==> src/rtl/uart_rx_param.sv <==
`default_nettype none
// ============================================================================
// Module   : uart_rx_param
// Purpose  : Oversampled UART receiver with configurable width, parity and
//            valid/ready output handshake with parity/framing/overrun flags.
// Revision : 1.0
// ============================================================================
module uart_rx_param #(
    parameter int DATA_BITS  = 8,
    parameter int OVERSAMPLE = 16,
    parameter int PARITY_EN  = 0,
    parameter int PARITY_ODD = 0
) (
    input  logic                 clk,
    input  logic                 rst_n,
    input  logic                 baud_tick,
    input  logic                 rx,
    output logic [DATA_BITS-1:0] data_out,
    output logic                 data_valid,
    input  logic                 data_ready,
    output logic                 parity_err,
    output logic                 frame_err,
    output logic                 overrun,
    output logic                 busy
);

    localparam int c_TICK_W = $clog2(OVERSAMPLE);
    localparam int c_BIT_W  = $clog2(DATA_BITS + 1);
    localparam logic [c_TICK_W-1:0] c_HALF_LAST = c_TICK_W'(OVERSAMPLE / 2 - 1);
    localparam logic [c_TICK_W-1:0] c_FULL_LAST = c_TICK_W'(OVERSAMPLE - 1);
    localparam logic [c_BIT_W-1:0]  c_BITS_LAST = c_BIT_W'(DATA_BITS - 1);
    localparam logic                c_PAR_ODD   = (PARITY_ODD != 0);

    typedef enum logic [2:0] {
        S_IDLE      = 3'd0,
        S_START     = 3'd1,
        S_DATA      = 3'd2,
        S_PARITY    = 3'd3,
        S_STOP      = 3'd4,
        S_WAIT_HIGH = 3'd5
    } state_t;

    state_t                 r_state;
    state_t                 w_state_next;
    logic                   r_sync1;
    logic                   r_sync2;
    logic [c_TICK_W-1:0]    r_tick_cnt;
    logic [c_BIT_W-1:0]     r_bit_cnt;
    logic [DATA_BITS-1:0]   r_shift;
    logic                   r_par_err;
    logic [DATA_BITS-1:0]   r_data_out;
    logic                   r_data_valid;
    logic                   r_parity_err;
    logic                   r_frame_err;
    logic                   r_overrun;

    logic w_rx_s;
    logic w_half_tick;
    logic w_full_tick;
    logic w_count_en;
    logic w_shift_en;
    logic w_par_sample;
    logic w_stop_sample;
    logic w_accept;

    assign w_rx_s      = r_sync2;
    assign w_half_tick = baud_tick && (r_tick_cnt == c_HALF_LAST);
    assign w_full_tick = baud_tick && (r_tick_cnt == c_FULL_LAST);
    assign w_count_en  = r_state inside {S_START, S_DATA, S_PARITY, S_STOP};
    assign w_accept    = r_data_valid && data_ready;

    always_ff @(posedge clk or negedge rst_n) begin
        if (!rst_n) begin
            r_sync1 <= 1'b1;
            r_sync2 <= 1'b1;
        end else begin
            r_sync1 <= rx;
            r_sync2 <= r_sync1;
        end
    end

    always_ff @(posedge clk or negedge rst_n) begin
        if (!rst_n) begin
            r_state <= S_IDLE;
        end else begin
            r_state <= w_state_next;
        end
    end

    always_comb begin
        w_state_next  = r_state;
        w_shift_en    = 1'b0;
        w_par_sample  = 1'b0;
        w_stop_sample = 1'b0;
        case (r_state)
            S_IDLE: begin
                if (baud_tick && !w_rx_s) w_state_next = S_START;
            end
            S_START: begin
                // A start bit that is high again at its centre is a glitch.
                if (w_half_tick) w_state_next = w_rx_s ? S_IDLE : S_DATA;
            end
            S_DATA: begin
                if (w_full_tick) begin
                    w_shift_en = 1'b1;
                    if (r_bit_cnt == c_BITS_LAST) begin
                        w_state_next = (PARITY_EN != 0) ? S_PARITY : S_STOP;
                    end
                end
            end
            S_PARITY: begin
                if (w_full_tick) begin
                    w_par_sample = 1'b1;
                    w_state_next = S_STOP;
                end
            end
            S_STOP: begin
                if (w_full_tick) begin
                    w_stop_sample = 1'b1;
                    w_state_next  = w_rx_s ? S_IDLE : S_WAIT_HIGH;
                end
            end
            S_WAIT_HIGH: begin
                // Hold off until a break releases so it yields a single frame.
                if (w_rx_s) w_state_next = S_IDLE;
            end
            default: w_state_next = S_IDLE;
        endcase
    end

    always_ff @(posedge clk or negedge rst_n) begin
        if (!rst_n) begin
            r_tick_cnt <= '0;
        end else if (w_state_next != r_state) begin
            r_tick_cnt <= '0;
        end else if (baud_tick && w_count_en) begin
            if (r_tick_cnt == c_FULL_LAST) r_tick_cnt <= '0;
            else                           r_tick_cnt <= r_tick_cnt + c_TICK_W'(1);
        end
    end

    always_ff @(posedge clk or negedge rst_n) begin
        if (!rst_n) begin
            r_bit_cnt <= '0;
            r_shift   <= '0;
            r_par_err <= 1'b0;
        end else begin
            if (r_state == S_START) begin
                r_bit_cnt <= '0;
                r_par_err <= 1'b0;
            end else if (w_shift_en) begin
                r_bit_cnt <= r_bit_cnt + c_BIT_W'(1);
            end
            if (w_shift_en) r_shift <= {w_rx_s, r_shift[DATA_BITS-1:1]};
            if (w_par_sample) r_par_err <= (((^r_shift) ^ w_rx_s) != c_PAR_ODD);
        end
    end

    always_ff @(posedge clk or negedge rst_n) begin
        if (!rst_n) begin
            r_data_out   <= '0;
            r_data_valid <= 1'b0;
            r_parity_err <= 1'b0;
            r_frame_err  <= 1'b0;
            r_overrun    <= 1'b0;
        end else begin
            if (w_stop_sample && (!r_data_valid || data_ready)) begin
                r_data_out   <= r_shift;
                r_parity_err <= r_par_err;
                r_frame_err  <= ~w_rx_s;
                r_data_valid <= 1'b1;
            end else if (w_accept) begin
                r_data_valid <= 1'b0;
            end
            if (w_stop_sample && r_data_valid && !data_ready) r_overrun <= 1'b1;
            else if (w_accept)                                r_overrun <= 1'b0;
        end
    end

    assign data_out   = r_data_out;
    assign data_valid = r_data_valid;
    assign parity_err = r_parity_err;
    assign frame_err  = r_frame_err;
    assign overrun    = r_overrun;
    assign busy       = (r_state != S_IDLE);

endmodule
`default_nettype wire

==> config.mk <==
export PLATFORM = sky130hd
export DESIGN_NAME = uart_rx_param
export DESIGN_NICKNAME = d
export VERILOG_FILES = /design/src/rtl/uart_rx_param.sv
export SDC_FILE = /design/constraint.sdc
export NUM_CORES = 1
export LEC_CHECK = 0
export ABC_AREA = 1
export CAP_MARGIN = 25
export CORE_ASPECT_RATIO = 0.5
export CORE_MARGIN = 2
export CORE_UTILIZATION = 56
export DETAILED_ROUTE_END_ITERATION = 8
export PLACE_DENSITY = 0.79
export SLEW_MARGIN = 20
export SYNTH_ARGS = -nofsm -noshare
export SYNTH_HDL_FRONTEND = slang
export SYNTH_SLANG_ARGS = --single-unit
export TNS_END_PERCENT = 20
==> constraint.sdc <==
create_clock -name clk -period 1.95 [get_ports clk]
set_input_delay 0.585 -clock clk [delete_from_list [all_inputs] [get_ports clk]]
set_output_delay 0.585 -clock clk [all_outputs]
set_load 0.01 [all_outputs]
# Word-level counts from Yosys, hierarchy flattened

Cells that the tools add are included.

Flip-flop bits (word level): 34
Bits in latches: 0
RAM bits: 0
ROM bits: 0
Bits of input ports: 5
Output and inout port bits: 13
Word-level logic and storage cells: 70
Memories: 0

$add $sub $neg: 2
$mul: 0
Div/mod/pow operators: 0
Magnitude comparators: 0
Equality and inequality tests: 9
Shifts and indexed selects: 0
Muxes and demuxes: 24
Bitwise operators: 2
Reduce and logical (&&, ||, !) cells: 21

Operator list:

| cell                                          | count |
|---|---|
| 2-to-1 mux 3 bit                              | 8 |
| 2-to-1 mux 4 bit                              | 5 |
| case mux 3 bit (6 select lines)               | 1 |
| nonzero test 2 bit                            | 5 |
| 2-to-1 mux 1 bit                              | 9 |
| adder 4 x 1 -> 4 bit, second input constant   | 2 |
| == test 4 x 3 -> 1 bit, second input constant | 2 |
| logical AND 1 bit                             | 8 |
| parity 8 bit                                  | 1 |
| == test 3 x 2 -> 1 bit, second input constant | 2 |
| == test 3 bit, second input constant          | 2 |
| == test 4 bit, second input constant          | 1 |
| nonzero test 4 bit                            | 1 |
| == test 3 x 1 -> 1 bit, second input constant | 1 |
| logical NOT 1 bit                             | 3 |
| logical NOT 3 bit                             | 1 |
| != test 3 bit                                 | 1 |
| nonzero test 3 bit                            | 1 |
| 2-to-1 mux 2 bit                              | 1 |
| logical OR 1 bit                              | 1 |
| NOT 1 bit                                     | 1 |
| XOR 1 bit                                     | 1 |

# Longest topological paths before layout

Gate-level depths: netlist of the first run.

Depth after elaboration: 7
Mapped depth: 10
Mapped depth without buffers: 10

# Worst setup path after synthesis of the first run

OpenSTA, ideal clock, no wires.

Path kind: register to register
Start: register r_tick_cnt[0]
End: register r_data_out[0] (netlist: data_out[0])
Setup time: 0.125 ns
Data arrival time: 1.345 ns
Required time: 1.825 ns
Slack: 0.480 ns
Stages on the path, launching flop included: 8
Path buffers: 0
Clock period less this slack: 1.470 ns
Cells stage by stage: dfrtp_1 > ha_1 > nand3_2 > nor2_4 > nand2_2 > inv_2 > nand2_4 > mux2_4

Cells in the longest elaborated chain, start to end: 5

Ends and longest elaborated chain:

| item                   | line | text |
|---|---|---|
| start, declared        | 47   | `logic [c_TICK_W-1:0] r_tick_cnt;` |
| start signal, assigned | 138  | `else r_tick_cnt <= r_tick_cnt + c_TICK_W'(1);` |
| == test 4 bit          | 68   | `assign w_full_tick = baud_tick && (r_tick_cnt == c_FULL_LAST);` |
| logical AND 1 bit      | 68   |  |
| 2-to-1 mux 1 bit       | 118  | `if (w_full_tick) begin` |
| 2-to-1 mux 1 bit       | 95   | `case (r_state)` |
| logical AND 1 bit      | 167  | `if (w_stop_sample && (!r_data_valid \|\| data_ready)) begin` |
| end signal, assigned   | 168  | `r_data_out <= r_shift;` |
| end, declared          | 51   | `logic [DATA_BITS-1:0] r_data_out;` |

No other way between the ends.
A chain may end at the register's enable or synchronous reset.

# Worst setup path after layout of the first run

Start: register r_data_valid (netlist: data_valid)
End: output data_valid

RTL lines:

| item                   | line | text |
|---|---|---|
| start, declared        | 52   | `logic r_data_valid;` |
| start signal, assigned | 162  | `r_data_valid <= 1'b0;` |
| start signal, assigned | 171  | `r_data_valid <= 1'b1;` |
| start signal, assigned | 173  | `r_data_valid <= 1'b0;` |
| end, declared          | 19   | `output logic data_valid,` |

No word-level cell between the ends.

==> flow_summary.toml, run 1 <==
[floorplan]
ios = 18
die_h_um = 43.9
rows = 14
die_area_um2 = 3680
die_w_um = 83.8
core_area_um2 = 3010
initial_core_util = 0.592

[critical_path]
endpoint_kind = "output port"
cp-start-kind = "register"
critical_path_buf_inv_count = 1
r2r_start = "r_tick_cnt[0]$_DFFE_PN0P_"
critPathMaxStageDelay_ps = 550
path_cells = "clkdlybuf4s50_1"
slowest_stage = "clkdlybuf4s50_1"
cp.arrival_ps = 1220
crit_family = "buffers and inverters"
cp_max_fo = 4
r2r_setup_slack_ps = 330
cp-startpoint = "data_valid$_DFFE_PN0P_"
required_ps = 1360
crit_type = "reg -> out"

[layout]
drive_above_1_share = 0.142
seqCellArea_um2 = 853
num-fill-cells = 253
areaGrowthSynthToFinish_pct = 20.6
fin_util = 0.714
multiInputGateArea_um2 = 786
layout.nets = 260
n_antenna_cell = 0

[pwr]
p_clk_frac = 0.323
power.switching_mw = 0.536
p_int_mw = 1.16
max-vdd-ir-drop_mv = 0.423
sequentialPowerShare = 0.460
total_leakage_power_nw = 1.03
combPwrFrac = 0.217
finalPower_mw = 1.70
power_density_nw_per_um2 = 791
swShare = 0.315

[logic_synthesis]
yosysWarnings = 0
syn_nets = 232
ys_ff_latch = 34
netlist.area_leader.share = 0.449
netlist_area_um2 = 1780
synth_cell_types = 28
avgSynthCellArea_um2 = 7.92
seq_area_frac_synth = 0.479
netlist_instances = 225
synth.area.top_cells = "dfrtp_1 45%, nand2_1 17%, inv_1 5.9%, o21ai_0 3.6%, o21ai_1 3.4%"
synth_top_cell_by_area = "dfrtp_1"

[clock_network]
clk_pin_slew_worst_paths_ps = 70
cts.htree.levels = 2
cts_hold_buf = 0
cts_buffers = 5
clockBufferDepth = 2
cts-root-buf = "clkbuf_8"
worstSkewPairLatency_ps = 290
cts_sinks = 34
cts_tree = "built"

[timing]
skew_ps = 4.55
slew_viol_final = 0
setup_viol = 0
final-hold-violation-count = 0
worstMarginPinSlew_ps = 249
max_freq_mhz = 554
slew_headroom = 0.834
finalCriticalPeriod_ps = 1810
hold_ws_ps = 357
post-route-period-util = 0.926
grt_setup_unrepaired = "false"

[run_status]
outcome = "completed"

[drt]
dr.pass1.iters = 4
vias = 1497
drt_iter0_drc = 92
ant_nets = 0
viasPerCell = 5.09
wire_per_inst_um = 11.7
drc = 0
postRouteWirelength_mm = 3.43

[flow_run]
maxCapViolCount = 0

[global_routing]
grt_pass1_wl_mm = 5.93
grt_overflow = 0
first_global_vias = 1359
grt.total_usage = 0.210
grt_max_degree = 35
grt_antenna_before_repair = 0

[placed_design]
placement.io_buffers = 17
dp_hpwl_mm = 2.48
gp_congestion = 0.837

[min_path]
hp-class = "reg -> reg"
hold_path_startpoint = "r_sync1$_DFF_PN1_"
[cells by family (layout without fill, tap and decap cells)]
kind of cell	count (synthesis)	count (layout)	share of synthesized area
buf+inv	35	64	0.0807
xor+xnor	5	5	0.0246
mux	1	1	0.00842
fa+ha+maj	2	2	0.0140
compound gates	29	29	0.0891
flops	34	34	0.479
simple gates	119	119	0.305
[worst paths after layout]
check,depth (start not counted),endpoint
max,1,data_valid
min,0,r_sync2$_DFF_PN1_
max reg2reg,8,r_tick_cnt[3]$_DFFE_PN0P_
min reg2reg,0,r_sync2$_DFF_PN1_
max in group asynchronous,2,r_sync1$_DFF_PN1_
min in group asynchronous,2,r_tick_cnt[1]$_DFFE_PN0P_
[power groups by stage]
stage	sequential (mW)	clock [mW]	combinational, mW
after floorplan	0.792	0	0.257
after global placement	0.803	0	0.342
after detailed placement	0.802	0	0.355
after CTS	0.782	0.570	0.369
after global routing	0.787	0.598	0.418
final	0.783	0.549	0.369
[metal layers]
| layer | GRT usage | part of all wire | up-vias |
|---|---|---|---|
| met2 | 0.355 | 0.45 | 30 |
| met5 | 0 | 0 | - |
| met1 | 0.263 | 0.48 | 695 |
| li1 | - | - | 767 |
| met4 | 0.0871 | 0.013 | 0 |
| met3 | 0.0590 | 0.054 | 5 |
[layout by cell type (no fill, tap or decap)]
cell,synthesis,layout
a21oi_1,2,2
a21oi_4,1,1
a22oi_1,1,1
buf_12,0,2
buf_4,1,5
clkbuf_8,0,6
clkdlybuf4s50_1,0,16
clkinv_2,0,1
clkinvlp_4,0,1
dfrtp_1,32,32
dfstp_2,2,2
dlygate4sd2_1,0,1
ha_1,2,2
inv_1,28,27
inv_2,4,5
mux2_4,1,1
nand2_1,80,80
nand2_2,1,1
nand2_4,1,1
nand3_1,10,10
nand3_2,3,3
nand4_1,5,5
nor2_1,10,10
nor2_2,2,2
nor2_4,1,1
nor3_1,1,1
nor3_2,4,4
nor3b_1,1,1
o21ai_0,13,13
o21ai_1,12,12
xnor2_1,3,3
xor2_1,2,2
[what timing repair did]
| action | 4_1_cts | 5_1_grt |
|---|---|---|
| hold endpoints to repair | 0 | 0 |
| buffers inserted | 1 | 0 |
| setup endpoints to repair | 1 | 0 |
| resized for setup | 2 | 0 |
[Yosys cell counts (all sizes together)]
cell type and n:
xnor2 3, nor2 13, nand3 13, nand4 5, o21ai 25, a22oi 1
xor2 2, nand2 82, a21oi 3, dfrtp 32, nor3 5, inv 32
mux2 1, ha 2, dfstp 2, nor3b 1, buf 3
[final cells by class]
cell class / instances / area share
Sequential cell: 34 / 0.397
Multi-Input combinational cell: 156 / 0.365
Timing Repair Buffer: 24 / 0.115
Inverter: 32 / 0.0558
Clock buffer: 6 / 0.0384
Tap cell: 40 / 0.0233
Clock inverter: 2 / 0.00582
[state kept, by name, summed over array words and instances (netlist names), 3 cells and up]
signal      cells
r_tick_cnt      4
data_out        8
r_bit_cnt       4
r_state         3
r_shift         8
[metrics by stage]
step	setup TNS [ps]	cells	area (µm²)	worst slack, ps
global placement	-257	285	2050	-50.5
global route	0	294	2150	95.8
CTS	0	294	2150	133
detailed placement	-933	285	2050	-74.3
finish	0	294	2150	143
floorplan	0	225	1780	480
Note: power is estimated with default switching activity, not from simulation.
==> inputs of run 2 (changes only) <==
--- a/config.mk
+++ b/config.mk
@@ -6,11 +6,12 @@
 export NUM_CORES = 1
 export LEC_CHECK = 0
 export ABC_AREA = 1
-export CAP_MARGIN = 25
+export CAP_MARGIN = 20
 export CORE_ASPECT_RATIO = 0.5
 export CORE_MARGIN = 2
 export CORE_UTILIZATION = 56
 export DETAILED_ROUTE_END_ITERATION = 8
+export HOLD_SLACK_MARGIN = 0.15
 export PLACE_DENSITY = 0.79
 export SLEW_MARGIN = 20
 export SYNTH_ARGS = -nofsm -noshare
==> results of run 2 <==
The final DEF is identical to that of run 1; final timing and power are the same.
